**src/rtl/vga_timing_pkg.sv**
```systemverilog
// vga_timing_pkg
// Shared definitions for the VGA timing controller: configuration field
// selects, reset timing values, FSM state encoding, the per-axis total limit
// and a helper that sums the four fields of one axis.
// No ports (package).
package vga_timing_pkg;

  localparam int FIELD_W    = 10;  // width of one timing field
  localparam int CNT_W      = 11;  // column/row counter width
  localparam int NUM_FIELDS = 8;

  // Configuration field selects (i_Cfg_Sel encoding)
  localparam logic [2:0] SEL_H_ACTIVE = 3'd0;
  localparam logic [2:0] SEL_H_FP     = 3'd1;
  localparam logic [2:0] SEL_H_SYNC   = 3'd2;
  localparam logic [2:0] SEL_H_BP     = 3'd3;
  localparam logic [2:0] SEL_V_ACTIVE = 3'd4;
  localparam logic [2:0] SEL_V_FP     = 3'd5;
  localparam logic [2:0] SEL_V_SYNC   = 3'd6;
  localparam logic [2:0] SEL_V_BP     = 3'd7;

  // Reset timing (640x480 style)
  localparam int H_ACTIVE_DEFAULT = 640;
  localparam int H_FP_DEFAULT     = 18;
  localparam int H_SYNC_DEFAULT   = 92;
  localparam int H_BP_DEFAULT     = 50;
  localparam int V_ACTIVE_DEFAULT = 480;
  localparam int V_FP_DEFAULT     = 10;
  localparam int V_SYNC_DEFAULT   = 2;
  localparam int V_BP_DEFAULT     = 33;

  // Largest H_TOTAL / V_TOTAL a committed set may have. Kept one bit wider
  // than the counters so an oversize sum is never hidden by wrap-around.
  localparam logic [CNT_W:0] TOTAL_LIMIT = 12'd1024;

  typedef enum logic [1:0] {
    ST_IDLE  = 2'd0,
    ST_RUN   = 2'd1,
    ST_DRAIN = 2'd2
  } state_t;

  typedef logic [FIELD_W-1:0] field_t;
  typedef logic [CNT_W-1:0]   cnt_t;

  // Sum of the four fields of one axis, without overflow.
  function automatic logic [CNT_W:0] axis_total(input field_t act, input field_t fp,
                                                input field_t sync, input field_t bp);
    return {2'b00, act} + {2'b00, fp} + {2'b00, sync} + {2'b00, bp};
  endfunction

endpackage

```
**src/rtl/vga_timing_ctrl_if.sv**
```systemverilog
// vga_timing_ctrl_if
// Control/config inputs and timing outputs of vga_timing_ctrl.
//   i_Enable      run request
//   i_Cfg_Wr      shadow field write strobe, i_Cfg_Sel selects, i_Cfg_Data value
//   i_Cfg_Commit  request to apply the shadow set
//   o_H_Sync/o_V_Sync  active-low syncs, o_Active visible pixel
//   o_Col/o_Row   current position, o_Frame_Start pulse at (0,0)
//   o_Cfg_Pending commit waiting, o_Cfg_Err commit rejected, o_Busy not idle
// Modports: master drives the inputs (host/bench), slave is the controller.
interface vga_timing_ctrl_if;
  import vga_timing_pkg::*;

  logic       i_Enable;
  logic       i_Cfg_Wr;
  logic [2:0] i_Cfg_Sel;
  field_t     i_Cfg_Data;
  logic       i_Cfg_Commit;
  logic       o_H_Sync;
  logic       o_V_Sync;
  logic       o_Active;
  cnt_t       o_Col;
  cnt_t       o_Row;
  logic       o_Frame_Start;
  logic       o_Cfg_Pending;
  logic       o_Cfg_Err;
  logic       o_Busy;

  modport master (
    output i_Enable, i_Cfg_Wr, i_Cfg_Sel, i_Cfg_Data, i_Cfg_Commit,
    input  o_H_Sync, o_V_Sync, o_Active, o_Col, o_Row, o_Frame_Start,
           o_Cfg_Pending, o_Cfg_Err, o_Busy
  );

  modport slave (
    input  i_Enable, i_Cfg_Wr, i_Cfg_Sel, i_Cfg_Data, i_Cfg_Commit,
    output o_H_Sync, o_V_Sync, o_Active, o_Col, o_Row, o_Frame_Start,
           o_Cfg_Pending, o_Cfg_Err, o_Busy
  );
endinterface

```
**src/rtl/vga_axis_counter.sv**
```systemverilog
// vga_axis_counter
// One timing axis (horizontal or vertical): position counter plus registered
// sync decode. The decode is done on the *next* count with the timing set that
// will be in force next cycle, so count and sync leave the flops together.
//   CLK, rst     clock, asynchronous active-high reset
//   step         advance the counter this cycle
//   show         next cycle is a scanning cycle (otherwise sync idles high)
//   cur_total    axis total of the set in force now (wrap point)
//   nxt_active/nxt_fp/nxt_sync  set in force next cycle (decode)
//   count        registered position;  count_nxt  value loaded at next edge
//   last         count is at cur_total-1
//   active_nxt   next position lies in the active region (for top to register)
//   sync_n       registered active-low sync
module vga_axis_counter
  import vga_timing_pkg::*;
(
  input  logic CLK,
  input  logic rst,
  input  logic step,
  input  logic show,
  input  cnt_t cur_total,
  input  cnt_t nxt_active,
  input  cnt_t nxt_fp,
  input  cnt_t nxt_sync,
  output cnt_t count,
  output cnt_t count_nxt,
  output logic last,
  output logic active_nxt,
  output logic sync_n
);

  cnt_t count_reg;
  logic sync_n_reg;
  logic sync_n_next;
  cnt_t sync_start;
  cnt_t sync_end;

  assign last = (count_reg == cur_total - 11'd1);

  always_comb begin
    count_nxt = count_reg;
    if (step) begin
      count_nxt = last ? '0 : count_reg + 11'd1;
    end
  end

  assign sync_start  = nxt_active + nxt_fp;
  assign sync_end    = sync_start + nxt_sync;
  assign active_nxt  = show && (count_nxt < nxt_active);
  assign sync_n_next = !(show && (count_nxt >= sync_start) && (count_nxt < sync_end));

  always_ff @(posedge CLK or posedge rst) begin
    if (rst) begin
      count_reg  <= '0;
      sync_n_reg <= 1'b1;
    end else begin
      count_reg  <= count_nxt;
      sync_n_reg <= sync_n_next;
    end
  end

  assign count  = count_reg;
  assign sync_n = sync_n_reg;

endmodule

```
**src/rtl/vga_timing_ctrl.sv**
```systemverilog
// vga_timing_ctrl
// Programmable VGA timing generator with double-buffered configuration.
// Writes land in a shadow set; a commit copies the shadow set into the active
// set at a frame boundary (or straight away when idle) after a sanity check.
//   CLK    sole clock, rising edge
//   i_Rst  asynchronous active-high reset
//   bus    vga_timing_ctrl_if.slave: enable, config write/commit, timing outputs
module vga_timing_ctrl
  import vga_timing_pkg::*;
#(
  parameter int H_ACTIVE_DEF = H_ACTIVE_DEFAULT,
  parameter int H_FP_DEF     = H_FP_DEFAULT,
  parameter int H_SYNC_DEF   = H_SYNC_DEFAULT,
  parameter int H_BP_DEF     = H_BP_DEFAULT,
  parameter int V_ACTIVE_DEF = V_ACTIVE_DEFAULT,
  parameter int V_FP_DEF     = V_FP_DEFAULT,
  parameter int V_SYNC_DEF   = V_SYNC_DEFAULT,
  parameter int V_BP_DEF     = V_BP_DEFAULT
) (
  input  logic CLK,
  input  logic i_Rst,
  vga_timing_ctrl_if.slave bus
);

  function automatic field_t def_field(input logic [2:0] sel);
    case (sel)
      SEL_H_ACTIVE: def_field = field_t'(H_ACTIVE_DEF);
      SEL_H_FP:     def_field = field_t'(H_FP_DEF);
      SEL_H_SYNC:   def_field = field_t'(H_SYNC_DEF);
      SEL_H_BP:     def_field = field_t'(H_BP_DEF);
      SEL_V_ACTIVE: def_field = field_t'(V_ACTIVE_DEF);
      SEL_V_FP:     def_field = field_t'(V_FP_DEF);
      SEL_V_SYNC:   def_field = field_t'(V_SYNC_DEF);
      default:      def_field = field_t'(V_BP_DEF);
    endcase
  endfunction

  state_t state_reg, state_next;
  logic   pending_reg, pending_next;
  logic   err_reg, err_next;
  logic   busy_reg, busy_next;
  logic   active_reg, active_next;
  logic   frame_start_reg, frame_start_next;

  field_t shadow_set  [NUM_FIELDS];
  field_t timing_set  [NUM_FIELDS];
  field_t timing_next [NUM_FIELDS];

  logic             busy_now, frame_end, apply_now, apply_ok, shadow_valid;
  logic [CNT_W:0]   shadow_htot, shadow_vtot;
  cnt_t             cur_htot, cur_vtot;
  cnt_t             h_count, v_count, h_count_nxt, v_count_nxt;
  logic             h_last, v_last, h_active_nxt, v_active_nxt, h_sync_n, v_sync_n;

  // Shadow and active copies of each timing field. The active copy takes the
  // shadow value only on an accepted apply; a write in the apply cycle lands
  // in the shadow one edge later and so misses that apply.
  generate
    for (genvar gi = 0; gi < NUM_FIELDS; gi++) begin : g_field
      field_t shadow_reg;
      field_t timing_reg;

      always_ff @(posedge CLK or posedge i_Rst) begin
        if (i_Rst) begin
          shadow_reg <= def_field(3'(gi));
          timing_reg <= def_field(3'(gi));
        end else begin
          if (bus.i_Cfg_Wr && (bus.i_Cfg_Sel == 3'(gi))) begin
            shadow_reg <= bus.i_Cfg_Data;
          end
          timing_reg <= timing_next[gi];
        end
      end

      assign shadow_set[gi]  = shadow_reg;
      assign timing_set[gi]  = timing_reg;
      assign timing_next[gi] = apply_ok ? shadow_reg : timing_reg;
    end
  endgenerate

  assign shadow_htot = axis_total(shadow_set[SEL_H_ACTIVE], shadow_set[SEL_H_FP],
                                  shadow_set[SEL_H_SYNC], shadow_set[SEL_H_BP]);
  assign shadow_vtot = axis_total(shadow_set[SEL_V_ACTIVE], shadow_set[SEL_V_FP],
                                  shadow_set[SEL_V_SYNC], shadow_set[SEL_V_BP]);
  assign shadow_valid = (shadow_set[SEL_H_ACTIVE] != '0) && (shadow_set[SEL_H_SYNC] != '0) &&
                        (shadow_set[SEL_V_ACTIVE] != '0) && (shadow_set[SEL_V_SYNC] != '0) &&
                        (shadow_htot <= TOTAL_LIMIT) && (shadow_vtot <= TOTAL_LIMIT);

  // The active set was validated on entry, so its totals fit the counters.
  assign cur_htot = cnt_t'(axis_total(timing_set[SEL_H_ACTIVE], timing_set[SEL_H_FP],
                                      timing_set[SEL_H_SYNC], timing_set[SEL_H_BP]));
  assign cur_vtot = cnt_t'(axis_total(timing_set[SEL_V_ACTIVE], timing_set[SEL_V_FP],
                                      timing_set[SEL_V_SYNC], timing_set[SEL_V_BP]));

  assign busy_now  = (state_reg != ST_IDLE);
  assign frame_end = busy_now && h_last && v_last;
  assign apply_now = pending_reg && ((state_reg == ST_IDLE) || frame_end);
  assign apply_ok  = apply_now && shadow_valid;

  always_comb begin
    state_next       = state_reg;
    pending_next     = pending_reg;
    err_next         = 1'b0;
    busy_next        = 1'b0;
    active_next      = 1'b0;
    frame_start_next = 1'b0;

    case (state_reg)
      ST_IDLE:  if (bus.i_Enable) state_next = ST_RUN;
      ST_RUN:   if (!bus.i_Enable) state_next = ST_DRAIN;
      ST_DRAIN: begin
        if (bus.i_Enable)   state_next = ST_RUN;
        else if (frame_end) state_next = ST_IDLE;
      end
      default:  state_next = ST_IDLE;
    endcase

    // A commit arriving while one is already pending is dropped silently.
    if (apply_now) begin
      pending_next = 1'b0;
      err_next     = !shadow_valid;
    end else if (bus.i_Cfg_Commit) begin
      pending_next = 1'b1;
    end

    busy_next        = (state_next != ST_IDLE);
    active_next      = h_active_nxt && v_active_nxt;
    frame_start_next = busy_next && (h_count_nxt == '0) && (v_count_nxt == '0);
  end

  always_ff @(posedge CLK or posedge i_Rst) begin
    if (i_Rst) begin
      state_reg       <= ST_IDLE;
      pending_reg     <= 1'b0;
      err_reg         <= 1'b0;
      busy_reg        <= 1'b0;
      active_reg      <= 1'b0;
      frame_start_reg <= 1'b0;
    end else begin
      state_reg       <= state_next;
      pending_reg     <= pending_next;
      err_reg         <= err_next;
      busy_reg        <= busy_next;
      active_reg      <= active_next;
      frame_start_reg <= frame_start_next;
    end
  end

  // Counters hold at 0 in IDLE (step low) so the first RUN cycle shows (0,0).
  vga_axis_counter u_h_axis (
    .CLK        (CLK),
    .rst        (i_Rst),
    .step       (busy_now),
    .show       (busy_next),
    .cur_total  (cur_htot),
    .nxt_active ({1'b0, timing_next[SEL_H_ACTIVE]}),
    .nxt_fp     ({1'b0, timing_next[SEL_H_FP]}),
    .nxt_sync   ({1'b0, timing_next[SEL_H_SYNC]}),
    .count      (h_count),
    .count_nxt  (h_count_nxt),
    .last       (h_last),
    .active_nxt (h_active_nxt),
    .sync_n     (h_sync_n)
  );

  vga_axis_counter u_v_axis (
    .CLK        (CLK),
    .rst        (i_Rst),
    .step       (busy_now && h_last),
    .show       (busy_next),
    .cur_total  (cur_vtot),
    .nxt_active ({1'b0, timing_next[SEL_V_ACTIVE]}),
    .nxt_fp     ({1'b0, timing_next[SEL_V_FP]}),
    .nxt_sync   ({1'b0, timing_next[SEL_V_SYNC]}),
    .count      (v_count),
    .count_nxt  (v_count_nxt),
    .last       (v_last),
    .active_nxt (v_active_nxt),
    .sync_n     (v_sync_n)
  );

  assign bus.o_H_Sync      = h_sync_n;
  assign bus.o_V_Sync      = v_sync_n;
  assign bus.o_Active      = active_reg;
  assign bus.o_Col         = h_count;
  assign bus.o_Row         = v_count;
  assign bus.o_Frame_Start = frame_start_reg;
  assign bus.o_Cfg_Pending = pending_reg;
  assign bus.o_Cfg_Err     = err_reg;
  assign bus.o_Busy        = busy_reg;

endmodule

```
**src/flat_wrapper.sv**
```systemverilog
// flat-port wrapper written by rule: the top's interface ports become plain ports
module vga_timing_ctrl_flat import vga_timing_pkg::*;
#(
  parameter int H_ACTIVE_DEF = H_ACTIVE_DEFAULT,
  parameter int H_FP_DEF     = H_FP_DEFAULT,
  parameter int H_SYNC_DEF   = H_SYNC_DEFAULT,
  parameter int H_BP_DEF     = H_BP_DEFAULT,
  parameter int V_ACTIVE_DEF = V_ACTIVE_DEFAULT,
  parameter int V_FP_DEF     = V_FP_DEFAULT,
  parameter int V_SYNC_DEF   = V_SYNC_DEFAULT,
  parameter int V_BP_DEF     = V_BP_DEFAULT
)
  (CLK, i_Rst, bus_i_Enable, bus_i_Cfg_Wr, bus_i_Cfg_Sel, bus_i_Cfg_Data, bus_i_Cfg_Commit, bus_o_H_Sync, bus_o_V_Sync, bus_o_Active, bus_o_Col, bus_o_Row, bus_o_Frame_Start, bus_o_Cfg_Pending, bus_o_Cfg_Err, bus_o_Busy);
  vga_timing_ctrl_if bus_i ();
  input  logic CLK;
  input  logic i_Rst;
  input wire logic [$bits(bus_i.i_Enable)-1:0] bus_i_Enable;
  input wire logic [$bits(bus_i.i_Cfg_Wr)-1:0] bus_i_Cfg_Wr;
  input wire logic [$bits(bus_i.i_Cfg_Sel)-1:0] bus_i_Cfg_Sel;
  input wire logic [$bits(bus_i.i_Cfg_Data)-1:0] bus_i_Cfg_Data;
  input wire logic [$bits(bus_i.i_Cfg_Commit)-1:0] bus_i_Cfg_Commit;
  output wire logic [$bits(bus_i.o_H_Sync)-1:0] bus_o_H_Sync;
  output wire logic [$bits(bus_i.o_V_Sync)-1:0] bus_o_V_Sync;
  output wire logic [$bits(bus_i.o_Active)-1:0] bus_o_Active;
  output wire logic [$bits(bus_i.o_Col)-1:0] bus_o_Col;
  output wire logic [$bits(bus_i.o_Row)-1:0] bus_o_Row;
  output wire logic [$bits(bus_i.o_Frame_Start)-1:0] bus_o_Frame_Start;
  output wire logic [$bits(bus_i.o_Cfg_Pending)-1:0] bus_o_Cfg_Pending;
  output wire logic [$bits(bus_i.o_Cfg_Err)-1:0] bus_o_Cfg_Err;
  output wire logic [$bits(bus_i.o_Busy)-1:0] bus_o_Busy;
  assign bus_i.i_Enable = bus_i_Enable;
  assign bus_i.i_Cfg_Wr = bus_i_Cfg_Wr;
  assign bus_i.i_Cfg_Sel = bus_i_Cfg_Sel;
  assign bus_i.i_Cfg_Data = bus_i_Cfg_Data;
  assign bus_i.i_Cfg_Commit = bus_i_Cfg_Commit;
  assign bus_o_H_Sync = bus_i.o_H_Sync;
  assign bus_o_V_Sync = bus_i.o_V_Sync;
  assign bus_o_Active = bus_i.o_Active;
  assign bus_o_Col = bus_i.o_Col;
  assign bus_o_Row = bus_i.o_Row;
  assign bus_o_Frame_Start = bus_i.o_Frame_Start;
  assign bus_o_Cfg_Pending = bus_i.o_Cfg_Pending;
  assign bus_o_Cfg_Err = bus_i.o_Cfg_Err;
  assign bus_o_Busy = bus_i.o_Busy;
  vga_timing_ctrl #(.H_ACTIVE_DEF(H_ACTIVE_DEF), .H_FP_DEF(H_FP_DEF), .H_SYNC_DEF(H_SYNC_DEF), .H_BP_DEF(H_BP_DEF), .V_ACTIVE_DEF(V_ACTIVE_DEF), .V_FP_DEF(V_FP_DEF), .V_SYNC_DEF(V_SYNC_DEF), .V_BP_DEF(V_BP_DEF)) u_core (.CLK(CLK), .i_Rst(i_Rst), .bus(bus_i));
endmodule
```
**config.mk**
```make
export PLATFORM = sky130hd
export DESIGN_NAME = vga_timing_ctrl_flat
export DESIGN_NICKNAME = d
export VERILOG_FILES = /design/src/rtl/vga_timing_pkg.sv /design/src/rtl/vga_timing_ctrl_if.sv /design/src/rtl/vga_axis_counter.sv /design/src/rtl/vga_timing_ctrl.sv /design/src/flat_wrapper.sv
export SDC_FILE = /design/constraint.sdc
export NUM_CORES = 1
export LEC_CHECK = 0
export CORE_ASPECT_RATIO = 0.9
export CORE_MARGIN = 8
export CORE_UTILIZATION = 45
export DETAILED_ROUTE_END_ITERATION = 10
export HOLD_SLACK_MARGIN = 0.03
export PLACE_DENSITY_LB_ADDON = 0.25
export SETUP_SLACK_MARGIN = 0.3
export SLEW_MARGIN = 10
export SYNTH_ARGS = -nofsm -noshare
export SYNTH_HDL_FRONTEND = slang
export SYNTH_SLANG_ARGS = --single-unit
```
**constraint.sdc**
```tcl
create_clock -name CLK -period 25 [get_ports CLK]
set_input_delay 3.75 -clock CLK [delete_from_list [all_inputs] [get_ports CLK]]
set_output_delay 3.75 -clock CLK [all_outputs]
set_load 0.02 [all_outputs]
```
==> flow_metrics.py <==
metrics = {
    "setup_path": {
        "slowest_delay_ns": 0.57,
        "endpoint_kind": "flop",
        "critPathSlowestCell": "dfstp_2",
        "crit_arrival_ns": 10.26,
        "critPathKind": "reg -> reg",
        "critPathLaunchType": "flop",
        "cp.required_ns": 25.35,
        "crit_path_max_fanout": 67,
    },
    "layout": {
        "nFillCells": 3094,
        "fin_area_um2": 16500,
        "area_delta_synth_final_pct": 9.65,
        "nNetsFinal": 1879,
        "drive_above_1_share": 0.110,
    },
    "timing": {
        "min_period_ns": 9.90,
        "slew_viol_final": 0,
        "timing.final.ws_setup_ns": 15.10,
        "finClkSkew_ns": 0.0105,
        "tns_ns": 0,
        "setup-violations-final": 0,
        "worst_pin_slew_ns": 1.12,
        "maxSlewHeadroom": 0.249,
        "rsz0062_at_grt": "no",
        "period_share": 0.396,
        "hold_viol_final": 0,
        "fmax_ghz": 0.101,
    },
    "synthesis": {
        "netlist_instances": 1570,
        "synth_nets": 1838,
        "ys_seq_area_frac": 0.321,
        "synth_adder_area_share": 0.240,
        "synth_simple_gate_area_frac": 0.102,
        "synthXorXnorAreaFrac": 0.0523,
        "yosys_register_bits": 191,
        "synth_top_family_by_area": "adder cells",
        "postSynthAreaPerCell_um2": 9.60,
        "synth-edff-count": 0,
        "async_flop_share": 1.00,
        "synth-compound-area-share": 0.129,
        "netlist_area_um2": 15100,
        "yosysWarnings": 0,
        "ys.flop_type": "dfrtp_1",
        "synth_cell_type_count": 69,
        "synthMuxAreaShare": 0.0748,
    },
    "clock_network": {
        "clk_transition_reported_paths_ns": 0.07,
        "hold_buffers": 0,
        "htree_num_levels": 4,
        "clock_latency_ns": 0.44,
        "cts_buffers": 17,
        "cts_setup_buffers": 0,
        "clk_path_buf_depth": 2,
        "cts_sinks": 191,
        "cts_root_buf": "clkbuf_16",
        "cts_resized": 0,
        "cts_tree": "done",
    },
    "placed_design": {
        "portBuffers": 46,
        "place_congestion": 0.924,
        "dp_slack_ns": 15.45,
        "dpl.hpwl_mm": 28.3,
        "place_area_um2": 16000,
    },
    "global_route": {
        "antenna_found_initial": 1,
        "grt-ovfl-total": 0,
        "grt_max_degree": 119,
        "grt_pass1_vias": 11100,
        "grt_pass1_wl_mm": 58.7,
        "grt_usage": 0.185,
    },
    "routing": {
        "dr.pass1.iters": 5,
        "drt-initial-drc-count": 531,
        "vias": 11000,
        "wirelength_mm": 36.0,
        "antenna_left": 0,
        "drc_errors": 0,
        "viasPerCell": 5.35,
        "wl_per_cell_um": 17.6,
    },
    "floorplan": {
        "die_h_um": 190,
        "die_x_um": 209,
        "rows": 63,
        "start_util": 0.457,
        "fp.coreArea_um2": 32900,
        "die_area_um2": 39600,
        "ios": 47,
    },
    "status": {
        "status": "completed",
    },
    "min_path": {
        "hold_path.class": "reg -> reg",
    },
    "run": {
        "cap_viol_max_count": 0,
    },
}
[path summary, 6_finish.rpt]
kind	start	to	slack [ns]	depth (start not counted)
max in group asynchronous	i_Rst	u_core.g_field[1].shadow_reg[9]	19.60	3
max reg2reg	u_core.g_field[5].shadow_reg[1]	u_core.u_v_axis.sync_n	15.10	42
min in group asynchronous	i_Rst	u_core.u_v_axis.count[5]	3.88	2
min	u_core.g_field[3].shadow_reg[1]	u_core.g_field[3].timing_reg[1]	0.50	2
min reg2reg	u_core.g_field[3].shadow_reg[1]	u_core.g_field[3].timing_reg[1]	0.50	2
max	u_core.g_field[5].shadow_reg[1]	u_core.u_v_axis.sync_n	15.10	42
[routing by layer]
layer  vias up  routed length, µm  GRT usage
met2       164              18000      0.324
met5         -                  0          0
met3        29               1110     0.0268
li1       5380                  -          -
met1      5379              16400      0.240
met4         0                437     0.0404
[cell type report]
cell class                 instances  area, µm²  area share
multi-input combinational       1070       9030       0.546
antenna                            1       2.50    0.000151
inverter                         276       1040      0.0631
clock buffer                      21        460      0.0279
tap                              422        528      0.0319
sequential                       191       4830       0.292
clock inverter                    10        104     0.00628
timing repair buffer              55        528      0.0319
[cells by family (layout without fill, tap and decap cells)]
logic type               after synthesis  after routing
flip-flops                           191            191
adder cells (fa/ha/maj)              250            250
buffers and inverters                309            362
AO/OA/AOI/OAI                        324            324
AND/OR/NAND/NOR                      305            305
other                                  0              1
XOR/XNOR                              90             90
multiplexers                         101            101
[Yosys cell counts, types with 4 or more instances]
master	count	share of area
a211oi_1	8	0.0040
or4_1	4	0.0020
nor2_1	47	0.012
buf_2	10	0.0033
nand3_1	23	0.0076
or3_1	6	0.0025
nor3_1	15	0.0050
a21o_1	28	0.014
clkbuf_1	14	0.0035
o2111ai_1	6	0.0035
buf_6	5	0.0037
mux2_2	79	0.059
nor2b_1	23	0.0095
and3_1	8	0.0033
a21oi_1	80	0.027
xor2_1	24	0.014
nor4_1	13	0.0054
o21ai_1	5	0.0017
o21a_1	13	0.0065
o31ai_1	7	0.0035
nand2_1	102	0.025
nand4_1	17	0.0071
dfstp_2	42	0.073
dfrtp_1	149	0.25
mux2i_1	8	0.0053
nand2b_1	24	0.010
inv_1	268	0.067
xnor2_1	66	0.038
fa_1	66	0.088
ha_1	184	0.15
inv_2	8	0.0020
mux2_1	14	0.010
and2_1	5	0.0021
o21bai_1	17	0.0085
o21ai_0	120	0.040
a31oi_1	9	0.0037
[cell usage in the layout, fill, tap and decap left out, types with 6 or more instances in the layout]
cell             netlist  layout
inv_1                268     267
ha_1                 184     184
dfrtp_1              149     149
o21ai_0              120     120
nand2_1              102     102
a21oi_1               80      80
mux2_2                79      79
xnor2_1               66      66
fa_1                  66      66
nor2_1                47      47
clkdlybuf4s50_1        0      46
dfstp_2               42      42
a21o_1                28      28
nand2b_1              24      24
xor2_1                24      24
nand3_1               23      23
nor2b_1               23      23
o21bai_1              17      17
nand4_1               17      17
clkbuf_16              0      17
nor3_1                15      15
mux2_1                14      14
o21a_1                13      13
nor4_1                13      13
a31oi_1                9       9
buf_4                  3       9
a211oi_1               8       8
and3_1                 8       8
mux2i_1                8       8
inv_2                  8       8
o31ai_1                7       7
o2111ai_1              6       6
or3_1                  6       6
[critical path, delay by kind of cell (launching register included)]
kind,cells,cell delay [ns]
buffers and inverters,2,0.59
multiplexers,1,0.46
XOR/XNOR,4,0.54
adder cells (fa/ha/maj),7,2.29
AND/OR/NAND/NOR,9,1.53
flip-flops,1,0.57
AO/OA/AOI/OAI,19,3.78
[metrics by stage]
step                utilization  std cells  hold slack, ns
floorplan                     -       1570           0.464
global placement          0.484       2014           0.489
detailed placement        0.484       2014           0.499
CTS                       0.502       2045           0.502
global route              0.502       2045           0.523
finish                    0.502       2046           0.500
Power is not shown: default switching activity piles up to over one toggle a cycle in this logic, so the estimate is an artifact.
